File: src/rtl/pipe_hazard_ctrl.sv
// pipe_hazard_ctrl: load-use, branch/jump and data-memory-wait hazard control for a 5-stage pipeline
module pipe_hazard_ctrl #(
    parameter int MEM_TIMEOUT = 15
) (
    input  logic        clk,
    input  logic        Reset,
    input  logic        MemRead_ID_EX,
    input  logic [4:0]  Rt_ID_EX,
    input  logic [4:0]  Rs_IF_ID,
    input  logic [4:0]  Rt_IF_ID,
    input  logic        UsesRs_IF_ID,
    input  logic        UsesRt_IF_ID,
    input  logic        BranchTaken_ID,
    input  logic        Jump_ID,
    input  logic        MemAccess_EX_MEM,
    input  logic        DMemReady,
    output logic        PCWrite,
    output logic        IF_ID_Write,
    output logic        IF_ID_Flush,
    output logic        Bubble,
    output logic        PipeFreeze,
    output logic        MemWaitErr,
    output logic [15:0] StallCount,
    output logic [1:0]  State
);
    typedef enum logic [1:0] {RUN = 2'b00, MEM_WAIT = 2'b01, ERROR = 2'b10} state_t;
    state_t state;
    logic [7:0] waitCnt;
    logic [7:0] waitNext;
    logic loadUse;
    logic memBusy;
    logic freeze;
    assign loadUse = MemRead_ID_EX && Rt_ID_EX != 5'd0 &&
                     ((UsesRs_IF_ID && Rs_IF_ID == Rt_ID_EX) || (UsesRt_IF_ID && Rt_IF_ID == Rt_ID_EX));
    assign memBusy = MemAccess_EX_MEM && !DMemReady;
    assign freeze = (state == RUN && memBusy) || (state == MEM_WAIT && !DMemReady) || state == ERROR;
    assign waitNext = waitCnt + 8'd1;
    assign MemWaitErr = state == ERROR;
    assign State = state;
    // Reset masks every control output; freeze outranks load-use, which outranks redirects
    always_comb begin
        PipeFreeze = !Reset && freeze;
        PCWrite = !Reset && !freeze && !loadUse;
        IF_ID_Write = !Reset && !freeze && !loadUse;
        Bubble = !Reset && !freeze && loadUse;
        IF_ID_Flush = !Reset && !freeze && !loadUse && (BranchTaken_ID || Jump_ID);
    end
    always_ff @(negedge clk) begin
        if (Reset) begin
            state <= RUN;
            waitCnt <= 8'd0;
            StallCount <= 16'd0;
        end else begin
            if (!PCWrite && StallCount != 16'hFFFF) StallCount <= StallCount + 16'd1;
            case (state)
                RUN: if (memBusy) begin
                    state <= MEM_TIMEOUT == 1 ? ERROR : MEM_WAIT;
                    waitCnt <= 8'd1;
                end
                MEM_WAIT: if (DMemReady) begin
                    state <= RUN;
                    waitCnt <= 8'd0;
                end else begin
                    waitCnt <= waitNext;
                    if (waitNext == 8'(MEM_TIMEOUT)) state <= ERROR;
                end
                ERROR: state <= ERROR;
                default: state <= ERROR;
            endcase
        end
    end
endmodule

File: config.mk
export PLATFORM = sky130hd
export DESIGN_NAME = pipe_hazard_ctrl
export DESIGN_NICKNAME = d
export VERILOG_FILES = /design/src/rtl/pipe_hazard_ctrl.sv
export SDC_FILE = /design/constraint.sdc
export NUM_CORES = 1
export LEC_CHECK = 0
export ABC_AREA = 1
export BUFFER_PORTS_ARGS = -buffer_cell sky130_fd_sc_hd__buf_2
export CAP_MARGIN = 20
export CELL_PAD_IN_SITES_DETAIL_PLACEMENT = 1
export CELL_PAD_IN_SITES_GLOBAL_PLACEMENT = 1
export CORE_MARGIN = 2
export CORE_UTILIZATION = 35
export CTS_CLUSTER_DIAMETER = 30
export DETAILED_ROUTE_END_ITERATION = 12
export PLACE_DENSITY_LB_ADDON = 0.3
export SLEW_MARGIN = 20
export SYNTH_ARGS = -nofsm -noshare
export SYNTH_HDL_FRONTEND = slang
export SYNTH_SLANG_ARGS = --single-unit
File: constraint.sdc
create_clock -name clk -period 2 [get_ports clk]
set_clock_uncertainty 0.05 [all_clocks]
set_input_delay 0.1 -clock clk [delete_from_list [all_inputs] [get_ports clk]]
set_output_delay 0.1 -clock clk [all_outputs]
set_load 0.03 [all_outputs]
; ---- Word-level counts from Yosys, hierarchy flattened
; Index checks and enable logic that the tools add are counted.
[totals]
output_inout_bits = 24
word_cells = 47
reg_bits = 26
input_bits = 24
[op_classes]
n_addsub = 2
n_eq_ne = 8
muxes = 7
n_reduce_logical = 27
[op_table]
columns = op, n
row1 = $add A16 B1 Y16 const B, 1
row2 = $mux W8, 2
row3 = $ne A16 B16 Y1 const B, 1
row4 = $pmux W8 S2, 1
row5 = $logic_and A1 B1 Y1, 13
row6 = $eq A5 B5 Y1, 2
row7 = $add A8 B1 Y8 const B, 1
row8 = $eq A8 B4 Y1 const B, 1
row9 = $mux W2, 3
row10 = $logic_not A1 Y1, 5
row11 = $reduce_bool A5 Y1, 1
row12 = $logic_or A1 B1 Y1, 4
row13 = $pmux W2 S2, 1
row14 = $reduce_and A2 Y1, 2
row15 = $ne A3 B2 Y1 const B, 1
row16 = $eq A2 B1 Y1 const B, 1
row17 = $eq A2 B2 Y1 const B, 1
row18 = $logic_not A2 Y1, 1
row19 = $ne A2 B2 Y1 const B, 1
row20 = $reduce_bool A2 Y1, 1

; ---- Depth between registers and ports, before layout
[depth]
ltp_word = 10
depth_mapped = 13

==> impl_metrics.tcl <==
set metrics [dict create \
    grt_use_met1_pct 32.7 \
    clk_latency_ns 0.40 \
    finalNonFillerCells 487 \
    die_w_um 75.1 \
    ctsLongestPathBuffers 2 \
    seq_area_um2 573 \
    arrival_ns 2.55 \
    use_met3_pct 5.89 \
    vias 2661 \
    postCtsHoldBufs 0 \
    syn_to_final_growth_pct 82.5 \
    hold_viol_final 0 \
    grt_use_met2_pct 52.0 \
    layout-drive-gt1-share_pct 47.6 \
    cts.sinks 26 \
    n_antenna_cell 0 \
    synth_compound_area_share_pct 6.92 \
    fill_cells 629 \
    core_um2 4820 \
    viasPerCell 5.46 \
    setup-violations-final 38 \
    drt-initial-drc-count 204 \
    die_h_um 75.1 \
    p_leak_nw 1.62 \
    io-pin-count 48 \
    synth_top_area_share_pct 29.4 \
    drc_errors 0 \
    avgSynthCellArea_um2 5.79 \
    min_path_type "flop to flop" \
    grt-busiest-layer "met2" \
    grt_max_degree 14 \
    yosysSeqAreaShare_pct 29.4 \
    yosysWarnings 0 \
    grt_pass1_vias 2562 \
    status "finished, violations left" \
    yosysMostFrequentCell "nand2_1" \
    async_reset_ff_share_pct 0 \
    grt_pass1_wl_mm 12.3 \
    worst_pin_slew_ns 0.467 \
    synth-seq-cells 26 \
    wl_per_cell_um 22.3 \
    crit_required_ns 1.85 \
    synth_edf_count 0 \
    setup_tns_ns -7.76 \
    synthAdderAreaFrac_pct 2.12 \
    irDropWorstVdd_mv 0.333 \
    gr-usage-all-layers_pct 28.9 \
    place_congestion 0.791 \
    clock-root-buffer "clkbuf_8" \
    path_max_fanout 3 \
    violations "setup timing" \
    yosys.area_share.simple_pct 46.9 \
    synth_top_area_cell "dfxtp_1" \
    yosys-mux-area-fraction_pct 0 \
    dp_cells 432 \
    ys_types 25 \
    synthXorXnorAreaFrac_pct 2.47 \
    cts_made_buffers 3 \
    multi_input_area_um2 1340 \
    fin_nets 449 \
    synth.net_count 333 \
    synth_area_um2 1770 \
    gr-total-overflow 0 \
    synth_common_cells "nand2_1 (105), nor2_1 (52), inv_1 (42)" \
    clkTransAtPathRegs_ns 0.04 \
    cts.htree.levels 1 \
    synth_top_family_by_area "simple AND/OR/NAND/NOR gates" \
    syn_inst 306 \
    grt_antenna_before_repair 0 \
    cts_tree "built" \
    total_power_mw 1.61 \
    report.final.slew_viol_count 0 \
    rsz0062_at_grt "yes" \
    totalWireLength_mm 10.8 \
    crit_type "flop to primary output" \
    die_area_um2 5650 \
    place_ws_ns -0.434 \
    portBuffers 47 \
    max_cap_violations 0 \
    start_util_pct 36.8 \
    netlist_top_cells_area "dfxtp_1 (29%), nand2_1 (22%), nor2_1 (11%)" \
    dr.pass1.iters 5 \
    synthFlopType "dfxtp_1" \
    start_kind "flop" \
    powerDensity_nw_per_um2 499 \
    worst_slack_ns -0.698 \
    slew_headroom_pct 68.6 \
    crit_path_end_kind "primary output" \
    num_rows 25 \
    drtAntennaViolNets 0 \
    hpwlAfterDp_mm 4.09 \
]
[cell type report]
cell class	instances	area share [%]
Multi-Input combinational cell	228	41.3
Clock buffer	3	1.28
Tap cell	67	2.59
Timing Repair Buffer	93	28.0
Inverter	44	6.08
Clock inverter	26	3.02
Sequential cell	26	17.7
[critical path, stage by stage (launching register included)]
cell and delay [ns]:
dfxtp_4 0.36, inv_4 0.07, nand3_2 0.09, o21ai_2 0.08, inv_2 0.07, nor2_4 0.10
nand2_4 0.07, buf_12 0.13, nor2_4 0.07, buf_6 0.13
[final timing paths]
path | startpoint | depth (start not counted) | slack [ns] | to
setup / recovery | State[1] | 9 | -0.70 | IF_ID_Flush
hold / removal | StallCount[5] | 2 | 0.50 | StallCount[5]
setup reg to reg | StallCount[0] | 11 | -0.08 | StallCount[8]
hold reg to reg | StallCount[5] | 2 | 0.50 | StallCount[5]
[layout by cell type (no fill, tap or decap), types with 4 or more instances in the layout]
cell type | synthesis | routed
nor2_2 | 5 | 12
nand2_2 | 0 | 24
dfxtp_2 | 0 | 6
inv_1 | 42 | 55
dfxtp_4 | 0 | 12
buf_2 | 2 | 10
nor2_4 | 0 | 5
nand3_2 | 2 | 7
nor2_1 | 52 | 40
buf_8 | 0 | 4
nand3_1 | 19 | 11
a21oi_2 | 0 | 6
xor2_1 | 4 | 4
a21oi_1 | 21 | 12
nand4_1 | 5 | 5
buf_6 | 2 | 34
inv_4 | 0 | 4
nand2_1 | 105 | 75
dfxtp_1 | 26 | 8
inv_2 | 3 | 8
buf_4 | 1 | 40
nand2_4 | 0 | 6
[through the flow]
step / instance area, µm² / hold slack (ns) / utilization, %
detailed placement: 2290 / 0.437 / 47.6
CTS: 2800 / 0.443 / 58.2
finish: 3230 / 0.495 / 67.1
global route: 3230 / 0.511 / 67.1
floorplan: 1870 / 0.344 / -
global placement: 2290 / 0.423 / 47.6
[logic make-up (layout without fill, tap and decap cells)]
| group | count (synthesis) | after routing |
|---|---|---|
| xor+xnor | 5 | 5 |
| compound gates | 24 | 24 |
| buf+inv | 52 | 166 |
| flops | 26 | 26 |
| fa+ha+maj | 3 | 3 |
| simple gates | 196 | 196 |
[where the power goes]
part	switching, mW	total [mW]	leakage (nW)	internal (mW)
combinational	0.246	0.443	1.23	0.198
clock	0.433	0.639	0.160	0.206
sequential	0.0123	0.532	0.223	0.519
total	0.691	1.61	1.62	0.923
[repair_timing]
action                     CTS  global route
buffers inserted            16            11
pin swaps                    3            26
setup endpoints to repair   36            39
gates resized for setup     85            93
cloned                       1             1
[per-layer routing]
metal	routed length [µm]	vias to the layer above
met5	0	-
met4	516	0
met3	661	49
met2	5620	151
met1	4050	1289
li1	-	1172
[state kept, by name, indices dropped and copies added (netlist names)]
name and flops:
StallCount 16, State 2, waitCnt 8
No activity file was read; power rests on OpenSTA's default activity.
